`config.mk`:
```
export PLATFORM = sky130hd
export DESIGN_NAME = mandel_pixel_dispatch
export DESIGN_NICKNAME = d
export VERILOG_FILES = /design/src/rtl/mandel_pixel_dispatch.sv
export SDC_FILE = /design/constraint.sdc
export NUM_CORES = 1
export LEC_CHECK = 0
export ABC_AREA = 1
export BUFFER_PORTS_ARGS = -buffer_cell sky130_fd_sc_hd__buf_4
export CAP_MARGIN = 20
export CORE_MARGIN = 5
export CORE_UTILIZATION = 43
export CTS_BUF_LIST = sky130_fd_sc_hd__clkbuf_4 sky130_fd_sc_hd__clkbuf_8
export DETAILED_ROUTE_END_ITERATION = 10
export SLEW_MARGIN = 20
export SYNTH_ARGS = -nofsm -noshare
export SYNTH_HDL_FRONTEND = slang
export SYNTH_SLANG_ARGS = --single-unit
```
`constraint.sdc`:
```
create_clock -name clk -period 5.7 [get_ports clk]
set_input_delay 0.57 -clock clk [delete_from_list [all_inputs] [get_ports clk]]
set_output_delay 0.57 -clock clk [all_outputs]
set_load 0.01 [all_outputs]
```
`src/rtl/mandel_pixel_dispatch.sv`:
```
`default_nettype none
// ============================================================================
// Module   : mandel_pixel_dispatch
// Brief    : Walks a frame in row-major order. Feeds each pixel's c value to an
//            external iterator and hands its iteration count out on a
//            valid/ready port.
// Revision : 1.0 - initial release
// ============================================================================
module mandel_pixel_dispatch #(
  parameter int COORD_W = 27,
  parameter int CNT_W   = 16,
  parameter int X_W     = 10,
  parameter int Y_W     = 10
) (
  input  logic                      clk,
  input  logic                      reset,
  input  logic                      start,
  output logic                      busy,
  output logic                      done,
  input  logic signed [COORD_W-1:0] x_start,
  input  logic signed [COORD_W-1:0] y_start,
  input  logic signed [COORD_W-1:0] dx,
  input  logic signed [COORD_W-1:0] dy,
  input  logic        [X_W-1:0]     width,
  input  logic        [Y_W-1:0]     height,
  input  logic        [CNT_W-1:0]   max_iterations,
  output logic signed [COORD_W-1:0] iter_cr,
  output logic signed [COORD_W-1:0] iter_ci,
  output logic                      iter_reset,
  output logic        [CNT_W-1:0]   iter_max,
  input  logic        [CNT_W-1:0]   iter_count,
  output logic                      pix_valid,
  input  logic                      pix_ready,
  output logic        [X_W-1:0]     pix_x,
  output logic        [Y_W-1:0]     pix_y,
  output logic        [CNT_W-1:0]   pix_iter
);

  localparam logic [1:0] c_IDLE = 2'd0;
  localparam logic [1:0] c_LOAD = 2'd1;
  localparam logic [1:0] c_RUN  = 2'd2;
  localparam logic [1:0] c_EMIT = 2'd3;

  localparam logic [X_W-1:0] c_X_ONE = X_W'(1);
  localparam logic [Y_W-1:0] c_Y_ONE = Y_W'(1);

  logic [1:0]                r_state;
  logic signed [COORD_W-1:0] r_x_start;
  logic signed [COORD_W-1:0] r_dx;
  logic signed [COORD_W-1:0] r_dy;
  logic [X_W-1:0]            r_width;
  logic [Y_W-1:0]            r_height;
  logic [X_W-1:0]            r_x;
  logic [Y_W-1:0]            r_y;
  logic signed [COORD_W-1:0] r_cr;
  logic signed [COORD_W-1:0] r_ci;
  logic [CNT_W-1:0]          r_iter_max;
  logic [CNT_W-1:0]          r_prev_count;
  logic [CNT_W-1:0]          r_pix_iter;
  logic                      r_done;
  logic                      r_iter_reset;

  logic w_x_last;
  logic w_y_last;
  logic w_pixel_finished;

  assign w_x_last = (r_x == r_width - c_X_ONE);
  assign w_y_last = (r_y == r_height - c_Y_ONE);

  // A stalled nonzero count means the iterator has escaped and stopped stepping.
  assign w_pixel_finished = (iter_count == r_iter_max) ||
                            ((iter_count != '0) && (iter_count == r_prev_count));

  always_ff @(posedge clk) begin
    if (reset) begin
      r_state      <= c_IDLE;
      r_x_start    <= '0;
      r_dx         <= '0;
      r_dy         <= '0;
      r_width      <= '0;
      r_height     <= '0;
      r_x          <= '0;
      r_y          <= '0;
      r_cr         <= '0;
      r_ci         <= '0;
      r_iter_max   <= '0;
      r_prev_count <= '0;
      r_pix_iter   <= '0;
      r_done       <= 1'b0;
      r_iter_reset <= 1'b1;
    end else begin
      r_done       <= 1'b0;
      r_iter_reset <= 1'b0;
      case (r_state)
        c_IDLE: begin
          if (start) begin
            if ((width != '0) && (height != '0)) begin
              r_x_start    <= x_start;
              r_dx         <= dx;
              r_dy         <= dy;
              r_width      <= width;
              r_height     <= height;
              r_iter_max   <= max_iterations;
              r_x          <= '0;
              r_y          <= '0;
              r_cr         <= x_start;
              r_ci         <= y_start;
              r_iter_reset <= 1'b1;
              r_state      <= c_LOAD;
            end else begin
              r_done <= 1'b1;
            end
          end
        end
        c_LOAD: begin
          r_prev_count <= '0;
          r_state      <= c_RUN;
        end
        c_RUN: begin
          r_prev_count <= iter_count;
          if (w_pixel_finished) begin
            r_pix_iter <= iter_count;
            r_state    <= c_EMIT;
          end
        end
        c_EMIT: begin
          if (pix_ready) begin
            if (!w_x_last) begin
              r_x          <= r_x + c_X_ONE;
              r_cr         <= r_cr + r_dx;
              r_iter_reset <= 1'b1;
              r_state      <= c_LOAD;
            end else if (!w_y_last) begin
              r_x          <= '0;
              r_cr         <= r_x_start;
              r_y          <= r_y + c_Y_ONE;
              r_ci         <= r_ci + r_dy;
              r_iter_reset <= 1'b1;
              r_state      <= c_LOAD;
            end else begin
              r_done  <= 1'b1;
              r_state <= c_IDLE;
            end
          end
        end
        default: r_state <= c_IDLE;
      endcase
    end
  end

  assign busy       = (r_state != c_IDLE);
  assign pix_valid  = (r_state == c_EMIT);
  assign done       = r_done;
  assign iter_cr    = r_cr;
  assign iter_ci    = r_ci;
  assign iter_reset = r_iter_reset;
  assign iter_max   = r_iter_max;
  assign pix_x      = r_x;
  assign pix_y      = r_y;
  assign pix_iter   = r_pix_iter;

endmodule
`default_nettype wire

```
==> flow_summary.ini <==
[routing]
drtIter0Drc = 1025
routed_wl_um = 49600
wl_per_cell_um = 15.95
viasPerCell = 5.033
vias = 15650
dr.pass1.iters = 6
drc_errors = 0
ant_nets = 0

[setup_path]
crit_chain = nor2_2 -> nand2_1 -> nor2_1 -> nand2_1 -> xor2_1 -> nand3_1 -> nor2_4 -> nand3_2 -> buf_4 -> nand2_2 -> nand2_1 -> nand2_1 -> nor2_1
startpoint_type = register
cp.arrival_ps = 4090
required_ps = 6180
cp-end-kind = register
critical_path_class = register to register
worstPathMaxFanout = 46
crit_slowest_cell = nand2_2
max_stage_delay_ps = 760
ff2ff_path_depth = 13
cpMostUsedCell = nand2_1

[clocking]
htree_levels = 2
cts.repair.resized = 0
holdBufCountCts = 0
cts_made_buffers = 44
cts_setup_buffers = 0
worst_skew_pair.late_latency_ps = 620
cts.sinks = 227
cts_tree = built
clk_pin_slew_ps = 60
root_buffer = clkbuf_8
cts.path.max_buffers = 3

[logic_synthesis]
synth.cell_area_mm2 = 0.01473
yosysSeqAreaShare_pct = 30.85
synth-edff-count = 0
muxShareOfSynthArea_pct = 0.06796
async_flop_share_pct = 0
synth-compound-area-share_pct = 14.08
yosysMostFrequentCell = nand2_1
syn_area_per_cell_um2 = 6.150
synthAdderAreaFrac_pct = 5.369
synth_top_cell_area_share_pct = 30.85
syn_inst = 2395
synth.area.top_cells = dfxtp_1 (31%), nand2_1 (16%), inv_1 (8.9%)
synth_top_area_cell = dfxtp_1
synth_ff_type = dfxtp_1
synth.top_cells.by_count = nand2_1 (624), inv_1 (348), nor2_1 (284)
synth_cell_types = 42
yosysWarnings = 0
synth_xor_area_share_pct = 4.698
synth_simple_gate_area_share_pct = 33.16
synth_nets = 2621
synth_seq_cells = 227
synth_top_family_by_area = simple AND/OR/NAND/NOR gates

[pwr]
ir_drop_mv = 0.5866
seq_power_share_pct = 28.9
power.share.switching_pct = 44.87
p_comb_share_pct = 48.6
clockPowerShare_pct = 22.5
intPower_uw = 4546
cellLeakagePower_uw = 0.008979
p_per_area_mw_per_mm2 = 457.5
p_switching_uw = 3701

[layout]
drive_gt1_share_pct = 14.63
post-route-util_pct = 53.49
fin_nets = 2851
fillCellCount = 3581
multi_input_area_mm2 = 0.008457
area_delta_synth_final_pct = 22.38
seq_area_mm2 = 0.004544

[floorplan]
die_area_mm2 = 0.03805
die_w_um = 195.1
fp.dieH_um = 195.1
initial_utilization_pct = 43.71
rows = 67
io_pins = 274
coreArea_mm2 = 0.03370

[sta]
final-setup-viol-count = 0
tightest_slew_ps = 1036
fin_crit_ps = 3613
clock.fmax_mhz = 276.8
post-route-period-util_pct = 63.38
slew_headroom_pct = 30.94
fin_tns_setup_ps = 0
hold_viol = 0
finalMaxSlewViolations = 0
final.setup_skew_ps = 32.44
rsz0062_at_grt = false

[global_route]
grt.total_usage_pct = 25.34
grt_pass1_vias = 14850
grt_overflow_total = 0
antenna_found_initial = 2
grt_max_degree = 236
grt_pass1_wl_um = 79520

[placement]
hpwl_um = 36730
port-buffer-count = 273
place_congestion = 0.9253

[flow_run]
drv_cap = 0

[outcome]
status = complete, no violations

[worst_hold_path]
holdCritPathClass = input port to register
hold_path_depth = 3
-- cell usage in the layout, fill, tap and decap left out, types with 36 or more instances in the layout --
master      n
dfxtp_1   227
xnor2_1    36
buf_4     280
o21ai_0   171
nand4_1    47
nand2_1   624
nor2_1    284
ha_1       59
clkbuf_8   57
xor2_1     43
nand3_1   170
inv_1     347
a21oi_1   212
-- power groups by stage --
stage | sequential (µW) | combinational (µW) | clock, µW
detailed placement | 2410 | 3990 | 0
global route | 2440 | 4560 | 1970
global placement | 2410 | 3950 | 0
floorplan | 2380 | 2750 | 0
CTS | 2380 | 4010 | 1900
finish | 2390 | 4010 | 1850
-- state kept, by name, summed over array words and instances (netlist names), 2 cells and up --
| name | cells |
|---|---|
| r_dy | 27 |
| r_dx | 27 |
| pix_x | 10 |
| iter_ci | 27 |
| r_width | 10 |
| pix_y | 10 |
| r_height | 10 |
| r_x_start | 27 |
| iter_cr | 27 |
| r_state | 2 |
| iter_max | 16 |
| pix_iter | 16 |
| r_prev_count | 16 |
-- final cells by class --
| class | count | area share (%) |
|---|---|---|
| diodes | 2 | 0.02777 |
| clock buffers | 73 | 5.019 |
| clock inverters | 7 | 0.5762 |
| inverters | 353 | 7.365 |
| multi-input cells | 1718 | 46.92 |
| flip-flops and latches | 227 | 25.21 |
| well taps | 448 | 3.110 |
| repair buffers | 281 | 11.77 |
-- worst max-delay path, delay by kind of cell (launching register included) --
family / cells / cell delay [ps]
xor gates and xnor gates: 1 / 660
buffers and inverters: 1 / 290
and+or+nand+nor: 11 / 2130
DFF: 1 / 380
-- metrics by stage --
step	worst slack (ps)	hold WS, ps	power (µW)	instance area [µm²]	cells
floorplan	3523	420.5	5134	14730	2395
global placement	2198	429.8	6352	17010	3027
detailed placement	2105	433.8	6406	17010	3027
CTS	2076	181.4	8299	18020	3107
global route	1586	207.7	8975	18020	3109
finish	2087	236.9	8247	18020	3109
-- final timing paths --
kind                                                 start                      endpoint  slack (ps)
worst min register to register  r_x_start[17]$_SDFFE_PP0P_    r_x_start[17]$_SDFFE_PP0P_         440
worst min-delay path                         iter_count[6]  r_prev_count[6]$_SDFFE_PP0P_         240
worst max-delay path               r_width[3]$_SDFFE_PP0P_      iter_cr[15]$_SDFFE_PP0P_        2090
worst max register to register     r_width[3]$_SDFFE_PP0P_      iter_cr[15]$_SDFFE_PP0P_        2090
-- layer usage --
layer	track usage, %	routed length, µm	vias to the layer above
met5	0	0	-
met2	38.97	21610	399
met3	5.445	3087	75
met1	36.15	23740	7128
met4	6.698	1163	0
li1	-	-	8047
-- cells by family after synthesis --
family,after synthesis
and+or+nand+nor,1171
buffers and inverters,450
AOI/OAI and AO/OA,405
DFF,227
xor gates and xnor gates,79
adders and majority gates,62
muxes,1
Power figures use the tool's default switching activity.
